File: config.mk
export PLATFORM = sky130hd
export DESIGN_NAME = code_conv_pipe
export DESIGN_NICKNAME = d
export VERILOG_FILES = /design/src/rtl/code_conv_pkg.sv /design/src/rtl/code_conv_core.sv /design/src/rtl/code_conv_pipe.sv
export SDC_FILE = /design/constraint.sdc
export NUM_CORES = 1
export LEC_CHECK = 0
export CAP_MARGIN = 20
export CORE_UTILIZATION = 40
export DETAILED_ROUTE_END_ITERATION = 10
export GPL_ROUTABILITY_DRIVEN = 0
export GPL_TIMING_DRIVEN = 1
export PLACE_DENSITY = 0.75
export SLEW_MARGIN = 20
export SYNTH_ARGS = -nofsm -noshare
export SYNTH_HDL_FRONTEND = slang
export SYNTH_SLANG_ARGS = --single-unit
File: constraint.sdc
create_clock -name clk -period 3.5 [get_ports clk]
set_input_delay 0.7 -clock clk [delete_from_list [all_inputs] [get_ports clk]]
set_output_delay 0.7 -clock clk [all_outputs]
set_load 0.01 [all_outputs]
File: src/rtl/code_conv_pkg.sv
// Shared types and constants for the code_conv_pipe converter slice.
package code_conv_pkg;

    typedef enum logic [1:0] {
        MODE_PASS    = 2'd0,
        MODE_B2G     = 2'd1,
        MODE_G2B     = 2'd2,
        MODE_BCD2XS3 = 2'd3
    } mode_e;

    localparam logic [3:0] XS3_OFFSET = 4'd3;
    localparam logic [3:0] BCD_MAX    = 4'd9;

endpackage

File: src/rtl/code_conv_core.sv
// Combinational W-bit code converter: pass, bin->Gray, Gray->bin, BCD->excess-3.
module code_conv_core
    import code_conv_pkg::*;
#(
    parameter int W = 4
) (
    input  logic [W-1:0] data,
    input  mode_e        mode,
    output logic [W-1:0] res,
    output logic         err
);
    localparam int NUM_LANES = W / 4;

    logic [W-1:0]                g2b;
    logic [NUM_LANES-1:0][3:0]   xs3;
    logic [NUM_LANES-1:0]        nib_err;

    // Gray->binary bit i is the XOR of all Gray bits at or above i.
    for (genvar i = 0; i < W; i++) begin : g_g2b
        assign g2b[i] = ^data[W-1:i];
    end

    // Invalid BCD digits pass through untouched so the bad digit stays visible.
    for (genvar n = 0; n < NUM_LANES; n++) begin : g_nib
        logic [3:0] nib;
        assign nib        = data[4*n +: 4];
        assign nib_err[n] = (nib > BCD_MAX);
        assign xs3[n]     = nib_err[n] ? nib : nib + XS3_OFFSET;
    end

    always_comb begin
        res = data;
        err = 1'b0;
        case (mode)
            MODE_PASS:    res = data;
            MODE_B2G:     res = data ^ (data >> 1);
            MODE_G2B:     res = g2b;
            MODE_BCD2XS3: begin
                res = xs3;
                err = |nib_err;
            end
            default:      res = data;
        endcase
    end

endmodule

File: src/rtl/code_conv_pipe.sv
// Two-stage valid/ready code converter with delivered-word counter.
// Optional odd-parity output port out_par when CODE_CONV_PARITY_EN is defined.
module code_conv_pipe
    import code_conv_pkg::*;
#(
    parameter int W     = 4,
    parameter int CNT_W = 8
) (
    input  logic             clk,
    input  logic             rst,
    input  logic             in_valid,
    output logic             in_ready,
    input  logic [W-1:0]     in_data,
    input  logic [1:0]       in_mode,
    output logic             out_valid,
    input  logic             out_ready,
    output logic [W-1:0]     out_data,
    output logic             out_err,
`ifdef CODE_CONV_PARITY_EN
    output logic             out_par,
`endif
    output logic [CNT_W-1:0] out_cnt
);
    logic         s1_valid;
    logic [W-1:0] s1_data;
    mode_e        s1_mode;
    logic         s1_adv, s2_adv;
    logic [W-1:0] conv_data;
    logic         conv_err;

    assign s2_adv   = !out_valid | out_ready;
    assign s1_adv   = !s1_valid | s2_adv;
    assign in_ready = s1_adv;

    code_conv_core #(.W(W)) u_core (
        .data (s1_data),
        .mode (s1_mode),
        .res  (conv_data),
        .err  (conv_err)
    );

    always_ff @(posedge clk) begin
        if (rst) begin
            s1_valid  <= 1'b0;
            s1_data   <= '0;
            s1_mode   <= MODE_PASS;
            out_valid <= 1'b0;
            out_data  <= '0;
            out_err   <= 1'b0;
            out_cnt   <= '0;
`ifdef CODE_CONV_PARITY_EN
            out_par   <= 1'b0;
`endif
        end else begin
            if (s1_adv) begin
                s1_valid <= in_valid;
                if (in_valid) begin
                    s1_data <= in_data;
                    s1_mode <= mode_e'(in_mode);
                end
            end
            // Payload only moves with a valid word so a stalled output stays stable.
            if (s2_adv) begin
                out_valid <= s1_valid;
                if (s1_valid) begin
                    out_data <= conv_data;
                    out_err  <= conv_err;
`ifdef CODE_CONV_PARITY_EN
                    out_par  <= ~^conv_data;
`endif
                end
            end
            if (out_valid && out_ready)
                out_cnt <= out_cnt + 1'b1;
        end
    end

endmodule

==> results_dict.tcl <==
set metrics [dict create \
    status "complete, no violations" \
    swShare_pct 26.1 \
    overflow 0 \
    ios 25 \
    maxCapViolations 0 \
    synth_mux_area_share_pct 3.58 \
    path_clk_slew_ps 100 \
    path_max_fanout 9 \
    grt_max_degree 23 \
    yosysWarnings 0 \
    grt_use_total_pct 18.2 \
    cts_root_buf "clkbuf_4" \
    dr.pass1.iters 4 \
    ys_ff_latch 21 \
    dp_hpwl_um 1650 \
    ctsResizeCount 0 \
    start_kind "input port" \
    p_sw_mw 0.116 \
    powerDensity_nw_per_um2 318 \
    worstPathRequired_ps 2800 \
    ant_nets 0 \
    synth-xor-area-share_pct 6.26 \
    drive_above_1_share_pct 5.73 \
    port-buffer-count 24 \
    ir_worst_vdd_v 0.000273 \
    synth-adder-area-share_pct 7.82 \
    rr_worst_depth 6 \
    r2r_end "out_data[3]" \
    final.setup.tns_ps 0 \
    internal-power_mw 0.329 \
    dr_total_vias 994 \
    yosysSeqAreaShare_pct 37.5 \
    period_minus_slack_ps 2920 \
    reg2reg_slack_ps 1500 \
    cts_tree "done" \
    worstMarginPinSlew_ps 773 \
    clock_latency_ps 300 \
    report.final.hold_viol_count 0 \
    die_h_um 54.9 \
    rows 18 \
    slew_headroom_pct 48.3 \
    layout_common_cells "clkdlybuf4s50_1, dfxtp_1, nand2_1, a21oi_1" \
    wl_um 2190 \
    fin_ws_ps 579 \
    synthFlopType "dfxtp_1" \
    syn_area_sq_um 1120 \
    dieArea_sq_um 3020 \
    timing.rr.start "s1_data[2]" \
    crit_arrival_ps 2220 \
    start_util_pct 43.6 \
    layout_commonest_cell "clkdlybuf4s50_1" \
    n_fill_cell 253 \
    synthesis.nets 152 \
    whs_path_depth 2 \
    netlist_instances 135 \
    power_frac_clock_pct 25.5 \
    viasPerCell 5.32 \
    synth_edf_count 0 \
    critical_path_class "input port to output port" \
    clockBufferDepth 2 \
    power_leakage_nw 0.520 \
    hold_path_class "flip-flop to flip-flop" \
    cp-end-kind "output port" \
    drt_iter0_markers 8 \
    die_x_um 54.9 \
    setup_violations 0 \
    p_comb_share_pct 16.1 \
    synth_top_area_share_pct 37.5 \
    rsz0062_at_grt "false" \
    yosysUniqueCellTypes 33 \
    route.detailed.drc 0 \
    fin_skew_ps 8.01 \
    synth_compound_area_share_pct 15.5 \
    synth-simple-area-share_pct 24.7 \
    grt_pass1_vias 859 \
    cts-htree-levels 1 \
    synth_top_family_by_area "simple AND/OR/NAND/NOR gates" \
    power.total_mw 0.445 \
    yosysTopAreaCell "dfxtp_1" \
    cts_num_sinks 21 \
    postCtsHoldBufs 0 \
    seq_power_share_pct 58.4 \
    place_ws_ps 619 \
    cts_buffers 3 \
    core_area_sq_um 2570 \
    fmax_ghz 0.342 \
    antenna_cells 0 \
    grt_pass1_wl_um 3840 \
    syn2layout_area_growth_pct 25.0 \
    hp-start "out_err" \
    ys_async_sr_fraction_pct 0 \
    synthTopCellsByArea "dfxtp_1, ha_1, a21oi_1" \
    avgSynthCellArea_sq_um 8.29 \
    period_share_pct 83.5 \
    fin_nets 175 \
    wl_per_cell_um 11.7 \
    post-cts-setup-buffer-count 0 \
    slew_violations 0 \
    min_to "out_err" \
    antenna_found_initial 0 \
]
==> cell usage after synthesis (2+ instances only) <==
cell type / count
nor2_1: 12
buf_2: 2
a21oi_1: 14
nand4_1: 2
or2_2: 2
ha_1: 7
xnor2_1: 5
and3_1: 3
nand3b_1: 2
clkbuf_1: 4
xor2_1: 3
mux2i_1: 4
nor3_1: 2
inv_1: 7
dfxtp_1: 21
nand2b_1: 2
nand2_1: 15
nand3_1: 12
a211oi_1: 2
==> cell type report <==
type                            count  area [sq um]  area share, %
Clock inverter                      1          5.00          0.357
Timing Repair Buffer               24           240           17.2
Tap cell                           30          37.5           2.68
Clock buffer                        3          22.5           1.61
Multi-Input combinational cell    101           648           46.3
Sequential cell                    21           420           30.0
Inverter                            7          26.3           1.88
==> sequential cells by signal, indices dropped and copies added (netlist names) <==
name       count
s1_mode        2
out_cnt        8
s1_valid       1
out_valid      1
s1_data        4
out_data       4
out_err        1
==> routing by layer <==
metal	GRT usage, %	share of wire [%]
met3	5.74	4.5
met1	24.2	48
met2	28.1	47
met5	0	0
met4	5.00	0.87
==> worst max-delay path: stages <==
cell and delay [ps]:
clkdlybuf4s50_1 590, nand3b_1 320, clkdlybuf4s50_1 610
==> logic make-up (layout without fill, tap and decap cells) <==
group           Yosys count  count (layout)
buf+inv                  13              35
compound gates           26              26
flops                    21              21
simple gates             56              56
xor+xnor                  8               8
fa+ha+maj                 7               7
mux                       4               4
==> worst max-delay path by stage <==
stage	startpoint	to	slack (ps)	cells past startpoint
global placement	out_ready	in_ready	630	3
detailed placement	out_ready	in_ready	620	3
finish	out_ready	in_ready	580	3
CTS	out_ready	in_ready	590	3
global route	out_ready	in_ready	490	3
floorplan	s1_data[2]	out_data[3]	1680	6
==> stage by stage <==
| stage | hold WS, ps | cells | util, % | area, sq um |
|---|---|---|---|---|
| floorplan | 447 | 135 | - | 1120 |
| global placement | 442 | 183 | 53.5 | 1370 |
| detailed placement | 458 | 183 | 53.5 | 1370 |
| CTS | 474 | 187 | 54.5 | 1400 |
| global route | 516 | 187 | 54.5 | 1400 |
| finish | 473 | 187 | 54.5 | 1400 |
==> power by group through the flow <==
stage / Clock [mW] / Combinational (mW) / Sequential [mW]
2_1_floorplan: 0 / 0.0464 / 0.262
3_3_place_gp: 0 / 0.0700 / 0.265
3_5_place_dp: 0 / 0.0721 / 0.266
4_1_cts: 0.121 / 0.0725 / 0.260
5_1_grt: 0.134 / 0.0804 / 0.262
6_report: 0.113 / 0.0717 / 0.260
No activity file was read; power rests on OpenSTA's default activity.
